### config.mk
export PLATFORM = sky130hd
export DESIGN_NAME = hpu_reset_seq
export DESIGN_NICKNAME = d
export VERILOG_FILES = /design/src/rtl/hpu_reset_seq.sv
export SDC_FILE = /design/constraint.sdc
export NUM_CORES = 1
export LEC_CHECK = 0
export CAP_MARGIN = 40
export CORE_MARGIN = 2
export CORE_UTILIZATION = 55
export CTS_CLUSTER_SIZE = 10
export DETAILED_ROUTE_END_ITERATION = 10
export GPL_TIMING_DRIVEN = 0
export PLACE_DENSITY = 0.79
export SLEW_MARGIN = 5
export SYNTH_ARGS = -nofsm -noshare
export SYNTH_HDL_FRONTEND = slang
export SYNTH_SLANG_ARGS = --single-unit
### constraint.sdc
create_clock -name cfg_clk -period 2.65 [get_ports cfg_clk]
set_clock_uncertainty 0.05 [all_clocks]
set_input_delay 0.53 -clock cfg_clk [delete_from_list [all_inputs] [get_ports cfg_clk]]
set_output_delay 0.53 -clock cfg_clk [all_outputs]
set_load 0.1 [all_outputs]
### src/rtl/hpu_reset_seq.sv
// rtl/hpu_reset_seq.sv - HPU soft reset sequencer: drain, ordered assert, hold, reverse release
module hpu_reset_seq #(
  parameter int SUBDOM_NB    = 4,
  parameter int RST_HOLD_CYC = 16,
  parameter int TIMEOUT_CYC  = 1024
) (
  input  logic                 cfg_clk,
  input  logic                 cfg_srst,
  input  logic                 hpu_reset,
  output logic                 hpu_reset_done,
  output logic [SUBDOM_NB-1:0] flush_req,
  input  logic [SUBDOM_NB-1:0] sub_idle,
  output logic [SUBDOM_NB-1:0] sub_rst,
  input  logic [SUBDOM_NB-1:0] sub_rst_done,
  output logic                 busy,
  output logic                 err_drain_to,
  output logic [SUBDOM_NB-1:0] err_rel_to
);

  localparam int TMAX = (TIMEOUT_CYC > RST_HOLD_CYC) ? TIMEOUT_CYC : RST_HOLD_CYC;
  localparam int TW   = $clog2(TMAX);
  localparam int IW   = $clog2(SUBDOM_NB) + 1;

  localparam logic [TW-1:0] TO_LAST   = TW'(TIMEOUT_CYC - 1);
  localparam logic [TW-1:0] HOLD_LAST = TW'(RST_HOLD_CYC - 1);
  localparam logic [IW-1:0] IDX_LAST  = IW'(SUBDOM_NB - 1);

  typedef enum logic [2:0] {
    IDLE    = 3'd0,
    DRAIN   = 3'd1,
    ASSERT  = 3'd2,
    HOLD    = 3'd3,
    RELEASE = 3'd4,
    DONE    = 3'd5
  } state_t;

  state_t               state, state_n;
  logic [TW-1:0]        timer, timer_n;
  logic [IW-1:0]        idx, idx_n;
  logic                 rel_first, rel_first_n;
  logic [SUBDOM_NB-1:0] flush_n, sub_rst_n, err_rel_n;
  logic                 done_n, busy_n, err_drain_n;
  logic [SUBDOM_NB-1:0] idx_mask;
  logic                 idx_done;
  logic                 rel_exit;

  // One-hot selection avoids a variable-width bit index into the sub-domain vectors
  assign idx_mask = SUBDOM_NB'(1) << idx;
  assign idx_done = |(sub_rst_done & idx_mask);

  // State register and all registered outputs; cfg_srst returns everything to IDLE/zero
  always_ff @(posedge cfg_clk) begin
    if (cfg_srst) begin
      state          <= IDLE;
      timer          <= '0;
      idx            <= '0;
      rel_first      <= 1'b0;
      flush_req      <= '0;
      sub_rst        <= '0;
      hpu_reset_done <= 1'b0;
      busy           <= 1'b0;
      err_drain_to   <= 1'b0;
      err_rel_to     <= '0;
    end else begin
      state          <= state_n;
      timer          <= timer_n;
      idx            <= idx_n;
      rel_first      <= rel_first_n;
      flush_req      <= flush_n;
      sub_rst        <= sub_rst_n;
      hpu_reset_done <= done_n;
      busy           <= busy_n;
      err_drain_to   <= err_drain_n;
      err_rel_to     <= err_rel_n;
    end
  end

  // Next-state and next-output logic; every register holds unless a state updates it
  always_comb begin
    state_n     = state;
    timer_n     = timer;
    idx_n       = idx;
    rel_first_n = rel_first;
    flush_n     = flush_req;
    sub_rst_n   = sub_rst;
    done_n      = hpu_reset_done;
    err_drain_n = err_drain_to;
    err_rel_n   = err_rel_to;
    rel_exit    = 1'b0;

    case (state)
      IDLE: begin
        if (hpu_reset) begin
          state_n     = DRAIN;
          flush_n     = '1;
          timer_n     = '0;
          err_drain_n = 1'b0;
          err_rel_n   = '0;
        end
      end

      DRAIN: begin
        if (&sub_idle) begin
          state_n = ASSERT;
          idx_n   = '0;
        end else if (timer == TO_LAST) begin
          state_n     = ASSERT;
          idx_n       = '0;
          err_drain_n = 1'b1;
        end else begin
          timer_n = timer + TW'(1);
        end
      end

      ASSERT: begin
        sub_rst_n = sub_rst | idx_mask;
        if (idx == IDX_LAST) begin
          state_n = HOLD;
          timer_n = '0;
        end else begin
          idx_n = idx + IW'(1);
        end
      end

      HOLD: begin
        if (timer == HOLD_LAST) begin
          state_n     = RELEASE;
          idx_n       = IDX_LAST;
          flush_n     = '0;
          timer_n     = '0;
          rel_first_n = 1'b1;
        end else begin
          timer_n = timer + TW'(1);
        end
      end

      RELEASE: begin
        if (rel_first) begin
          // Drop this sub-domain's reset; its done flag is only trusted from next cycle
          sub_rst_n   = sub_rst & ~idx_mask;
          rel_first_n = 1'b0;
          timer_n     = timer + TW'(1);
        end else begin
          if (idx_done) begin
            rel_exit = 1'b1;
          end else if (timer == TO_LAST) begin
            rel_exit  = 1'b1;
            err_rel_n = err_rel_to | idx_mask;
          end else begin
            timer_n = timer + TW'(1);
          end
          if (rel_exit) begin
            if (idx == '0) begin
              state_n = DONE;
            end else begin
              idx_n       = idx - IW'(1);
              timer_n     = '0;
              rel_first_n = 1'b1;
            end
          end
        end
      end

      DONE: begin
        // First DONE cycle raises the ack; it then waits for the request to fall
        if (!hpu_reset_done) begin
          done_n = 1'b1;
        end else if (!hpu_reset) begin
          done_n  = 1'b0;
          state_n = IDLE;
        end
      end

      default: begin
        state_n = IDLE;
      end
    endcase

    busy_n = (state_n != IDLE) && (state_n != DONE);
  end

endmodule

==> summary.txt, run 1 <==
Startpoint Class: flip-flop
Die W: 67.39 microns
Area grow syn2layout: 28.54%
Comb power frac: 28.3%
CTS tree: yes
Initial drt markers: 395
Worst Path Required: 2800 ps
Routed len/inst: 16.99 microns
Initial Util: 56.05%
Max-cap viol count: 0
Via density: 6.611
Synth unique cells: 69
Status: completed
Gr usage total: 30.65%
Dpl hpwl: 4582 microns
Via count: 2499
Vias in the first global route: 2190
Std-Cell Rows: 23
Post-route ant nets: 0
# fillers: 304
Clk Latency, worst-skew pair: 290 ps
Htree depth: 2
Synthesized cell area: 2210 sq um
Fmax: 407.6 MHz
Crit Path Category: reg -> reg
Worst min path class: reg -> reg
Slew Limit Fails: 0
Largest net degree at the start of global routing: 11
PD cells: 410.7 nW/um^2
Final wirelength: 6423 microns
Max_slew headroom: 41.60%
PortBufs: 25
CTS Buffer Depth: 2
Sw frac: 33.50%
Simple-gate area share of the yosys netlist: 30.07%
Worst r2r path cells: 8
Met3 usage: 5.333%
Die H: 67.39 microns
Routability Congestion: 0.9239
Register share of total power: 39.4%
Post-synth top flop: dfxtp_1
Placeable Area: 3943 sq um
Root buffer cell: clkbuf_8
Post-synth top area share: 26.27%
RSZ-0062 raised after global routing: false
Final Hold Vio Count: 0
Sw Pwr: 0.3907 mW
Final net count: 341
FF-to-FF Start: state[0]
Setup TNS Final: 0 ps
Clock power share: 32.3%
Share of cells above drive strength 1: 18.60%
CP endpoint kind: flip-flop
Top post-synthesis cells by area: dfxtp_1 (26%), o21ai_0 (4.8%), a21oi_1 (4.3%)
Met1 usage: 42.61%
DRC errors left: 0
Adder-cell area share of the yosys netlist: 1.472%
Crit. Startpoint: state[0]
Worst hold margin: 412.3 ps
Number of synthesized register bits: 29
Overflow after GRT: 0
GR peak layer: met2
Largest family of logic cells by synthesized area: compound AO/OA/AOI/OAI gates
Setup bufs post-CTS: 0
Io pins: 26
Clock sinks: 29
Critical path arrival: 2600 ps
Setup violators final: 0
Number of synthesized flops with an enable pin: 0
Worst-path clk slew: 70 ps
VDD IR max: 0.3460 mV
Static Leak: 1.005 nW
CP endpoint: idx[2]
GR met2 Demand/Resource: 46.41%
Synth Net Count: 294
Cts hold-fix bufs: 0
Clock buffer count from CTS: 5
R2R setup slack: 200 ps
DR pass1 iterations: 6
Mean Syn Cell Area: 7.863 sq um
Tcrit/Tclk final: 92.59%
Slew @ Worst Pin: 869.3 ps
Initial antenna violation count: 0
Worst-path fanout max: 10
Most frequent cell after synthesis: dfxtp_1
Post-Synthesis Cells: 281
First-pass GRT wire length: 10550 microns
Synth Warn #: 0
DIE AREA: 4541 sq um
Final min period: 2454 ps
Asr flop ratio synth: 0%
Top cells by count, synth: dfxtp_1 (29), nand2_1 (23), o21ai_0 (21)
Synth Area in XOR/XNOR: 0%
Compound-cell area share of the yosys netlist: 33.01%
Post-synth top area cell: dfxtp_1
Int Pwr: 0.7757 mW
Post-synthesis mux area share: 1.925%
Sequential share of the synthesized area: 26.27%
RR Endpoint: idx[2]
Ant diodes: 0
## kinds of logic after synthesis
family	after synthesis
buffers and inverters	33
AOI/OAI and AO/OA	102
DFF	29
muxes	4
adders and majority gates	2
and+or+nand+nor	111
## worst max-delay path: stages (launching register included)
cell,delay [ps]
dfxtp_1,340
buf_2,190
nor3b_4,380
inv_1,160
buf_2,220
fa_1,430
o21ai_0,190
a41oi_1,130
a311oi_1,260
## final cells by class
class / instances / area (sq um) / share of cell area [%]
clock buffers: 7 / 86.33 / 3.040
plain buffers: 25 / 130.1 / 4.582
flip-flops and latches: 29 / 580.6 / 20.44
repair buffers: 40 / 475.5 / 16.74
inverters: 8 / 30.03 / 1.057
well taps: 50 / 62.56 / 2.203
multi-input cells: 219 / 1475 / 51.94
## stage by stage
stage	instances	area [sq um]	utilization (%)	power [mW]	setup WS, ps
finish	378	2840	72.04	1.166	196.5
global route	378	2840	72.04	1.209	29.71
CTS	378	2835	71.91	1.165	47.02
detailed placement	371	2748	69.69	0.7903	-411.2
global placement	356	2522	63.98	0.7463	-224.5
floorplan	281	2210	-	0.6759	559.2
## power groups by stage
stage | Sequential [mW] | Clock [mW] | Combinational (mW)
global route | 0.460 | 0.400 | 0.349
CTS | 0.459 | 0.381 | 0.325
floorplan | 0.524 | 0 | 0.152
finish | 0.459 | 0.377 | 0.330
detailed placement | 0.468 | 0 | 0.322
global placement | 0.468 | 0 | 0.279
## worst min path at each step
stage	cells past startpoint	to	slack [ps]	start
after global routing	2	err_rel_to[2]	430	err_rel_to[2]
final	2	err_rel_to[0]	410	err_rel_to[0]
after floorplan	1	timer[1]	420	timer[1]
after global placement	2	err_rel_to[2]	380	err_rel_to[2]
after CTS	2	err_rel_to[0]	420	err_rel_to[0]
after detailed placement	2	err_rel_to[0]	400	err_rel_to[0]
## repair_timing
action,4_1_cts,5_1_grt
gates resized for setup,1,1
setup endpoints to repair,2,2
pin swaps,0,0
## placed cells by master (no fill, tap or decap), types with 3 or more instances in the layout
master and instances:
a32oi_1 3, nand3_1 11, inv_1 8, nor3_1 10, nand2b_1 5, clkdlybuf4s50_1 25
o2111ai_1 3, o31ai_1 3, nand4_1 7, o21ai_0 21, a21oi_1 19, buf_8 15
dfxtp_1 29, nor3b_1 5, nand2_1 23, a211oi_1 7, a31oi_1 3, or4_4 3
nor2b_1 3, clkbuf_8 6, a21oi_2 3, nor2_1 17, o211ai_1 7, clkbuf_1 7
a221oi_1 3, buf_4 3, buf_2 14, or3_1 3, a311oi_1 3
## routing by layer
layer / share of wire [%] / vias up
li1: - / 1183
met1: 43 / 1141
met2: 45 / 151
met3: 9.3 / 24
met4: 2.8 / 0
met5: 0 / -
Note: power is estimated with default switching activity, not from simulation.
==> run 2, diff against run 1 <==
--- a/config.mk
+++ b/config.mk
@@ -10,7 +10,6 @@
 export CORE_UTILIZATION = 55
 export CTS_CLUSTER_SIZE = 10
 export DETAILED_ROUTE_END_ITERATION = 10
-export GPL_TIMING_DRIVEN = 0
 export PLACE_DENSITY = 0.79
 export SLEW_MARGIN = 5
 export SYNTH_ARGS = -nofsm -noshare
==> run 2 against run 1 <==
Sequential cell count unchanged; wire length shrank 5.9%; largest power group unchanged; total power down 7.1%; first-iteration DRC count decreased by 39%; combinational power is 18% lower.
==> summary.txt, run 2 (same netlist as run 1, synthesis figures left out) <==
Status: completed (unchanged)
Worst hold margin: 403.3 ps (was 412.3 ps)
DRC errors left: 0 (unchanged)
CP endpoint kind: flip-flop (unchanged)
Initial antenna violation count: 0 (unchanged)
Final Power: 1.084 mW (was 1.166 mW)
Slew @ Worst Pin: 616.2 ps (was 869.3 ps)
Root buffer cell: clkbuf_8 (unchanged)
Final min period: 2365 ps (was 2454 ps)
Routed len/inst: 17.08 microns (was 16.99 microns)
Dpl hpwl: 4464 microns (was 4582 microns)
First-pass GRT wire length: 9942 microns (was 10550 microns)
Io pins: 26 (unchanged)
VDD IR max: 0.2110 mV (was 0.3460 mV)
Max-cap viol count: 0 (unchanged)
Via density: 6.559 (was 6.611)
PortBufs: 25 (unchanged)
Die H: 67.39 microns (unchanged)
Ant diodes: 0 (unchanged)
Largest net degree at the start of global routing: 23 (was 11)
Area grow syn2layout: 15.35% (was 28.54%)
Std-Cell Rows: 23 (unchanged)
Worst-path clk slew: 60 ps (was 70 ps)
# fillers: 353 (was 304)
Clock buffer count from CTS: 5 (unchanged)
Cts hold-fix bufs: 0 (unchanged)
Routability Congestion: 0.9612 (was 0.9239)
Die W: 67.39 microns (unchanged)
Max_slew headroom: 58.87% (was 41.60%)
Post-route ant nets: 0 (unchanged)
Htree depth: 2 (unchanged)
Worst min path class: reg -> reg (unchanged)
PD cells: 425.3 nW/um^2 (was 410.7 nW/um^2)
Setup violators final: 0 (unchanged)
Pre-CTS WS: -14.50 ps (was -411.2 ps)
Placeable Area: 3943 sq um (unchanged)
Worst Path Required: 2750 ps (was 2800 ps)
Overflow after GRT: 0 (unchanged)
Share of cells above drive strength 1: 18.75% (was 18.60%)
Gr usage total: 29.08% (was 30.65%)
Fmax: 422.8 MHz (was 407.6 MHz)
Tcrit/Tclk final: 89.26% (was 92.59%)
Via count: 2322 (was 2499)
CTS tree: yes (unchanged)
Most common cell after layout, fill and taps aside: buf_4 (was dfxtp_1)
Critical path arrival: 2470 ps (was 2600 ps)
DIE AREA: 4541 sq um (unchanged)
Clock sinks: 29 (unchanged)
Commonest non-fill, non-tap cells in the layout: buf_4 (30), dfxtp_1 (28), nand2_1 (23) (was dfxtp_1 (29), clkdlybuf4s50_1 (25), nand2_1 (23))
Vias in the first global route: 2069 (was 2190)
Final wirelength: 6046 microns (was 6423 microns)
Clk Latency, worst-skew pair: 280 ps (was 290 ps)
Static Leak: 0.8876 nW (was 1.005 nW)
Startpoint Class: input pin (was flip-flop)
Initial Util: 56.05% (unchanged)
Worst-path fanout max: 7 (was 10)
Crit Path Category: in -> reg (was reg -> reg)
Final setup margin: 284.5 ps (was 196.5 ps)
Final Hold Vio Count: 0 (unchanged)
RSZ-0062 raised after global routing: false (unchanged)
Initial drt markers: 239 (was 395)
Slew Limit Fails: 0 (unchanged)
Final net count: 316 (was 341)
DR pass1 iterations: 5 (was 6)
CTS Buffer Depth: 2 (unchanged)
[run 2: path summary, 6_finish.rpt]
kind / startpoint / to / slack (ps) / cells after the start
hold reg to reg: err_rel_to[2] / err_rel_to[2] / 400 / 2
setup reg to reg: state[1] / idx[2] / 340 / 6
hold / removal: err_rel_to[2] / err_rel_to[2] / 400 / 2
setup / recovery: sub_idle[2] / timer[3] / 280 / 8
[run 2: layer usage]
layer  part of all wire, %  track usage [%]  vias up
met4                   1.9            9.694        0
met2                    48            47.28       90
met1                    43            37.93     1089
met3                   6.3            6.667       14
li1                      -                -     1129
met5                     0                0        -
[run 2: critical path, cell delays in order]
cell	delay (ps)
clkdlybuf4s50_1	410
and4_1	220
a2111oi_0	470
buf_4	190
nor3_1	40
buf_4	160
a221oi_1	320
o211ai_1	120
[run 2: power by group]
group	total, mW	internal, mW	leakage [nW]	switching, mW
Combinational	0.271	0.0860	0.613	0.185
Sequential	0.468	0.449	0.235	0.0195
Clock	0.345	0.186	0.0395	0.159
Total	1.08	0.721	0.888	0.363
[run 2: cell type report]
cell class,count,area (sq um),share of cell area (%)
clock buffers,8,80.08,3.142
inverters,8,30.03,1.178
multi-input cells,219,1469,57.63
flip-flops and latches,29,581.8,22.83
well taps,50,62.56,2.455
repair buffers,40,325.3,12.76
[run 2: repair_timing]
action / in CTS / in global routing
endpoints found under the setup margin: 0 / 1
gates resized for setup: 0 / 1
setup buffers: 0 / 0
[run 2: metrics by stage]
stage | instance area [sq um] | util [%] | std cells | setup TNS [ps]
final | 2549 | 64.65 | 354 | 0
after global routing | 2549 | 64.65 | 354 | 0
after CTS | 2547 | 64.61 | 354 | 0
after detailed placement | 2467 | 62.58 | 346 | -15.68
after global placement | 2467 | 62.58 | 346 | 0
after floorplan | 2210 | - | 281 | 0
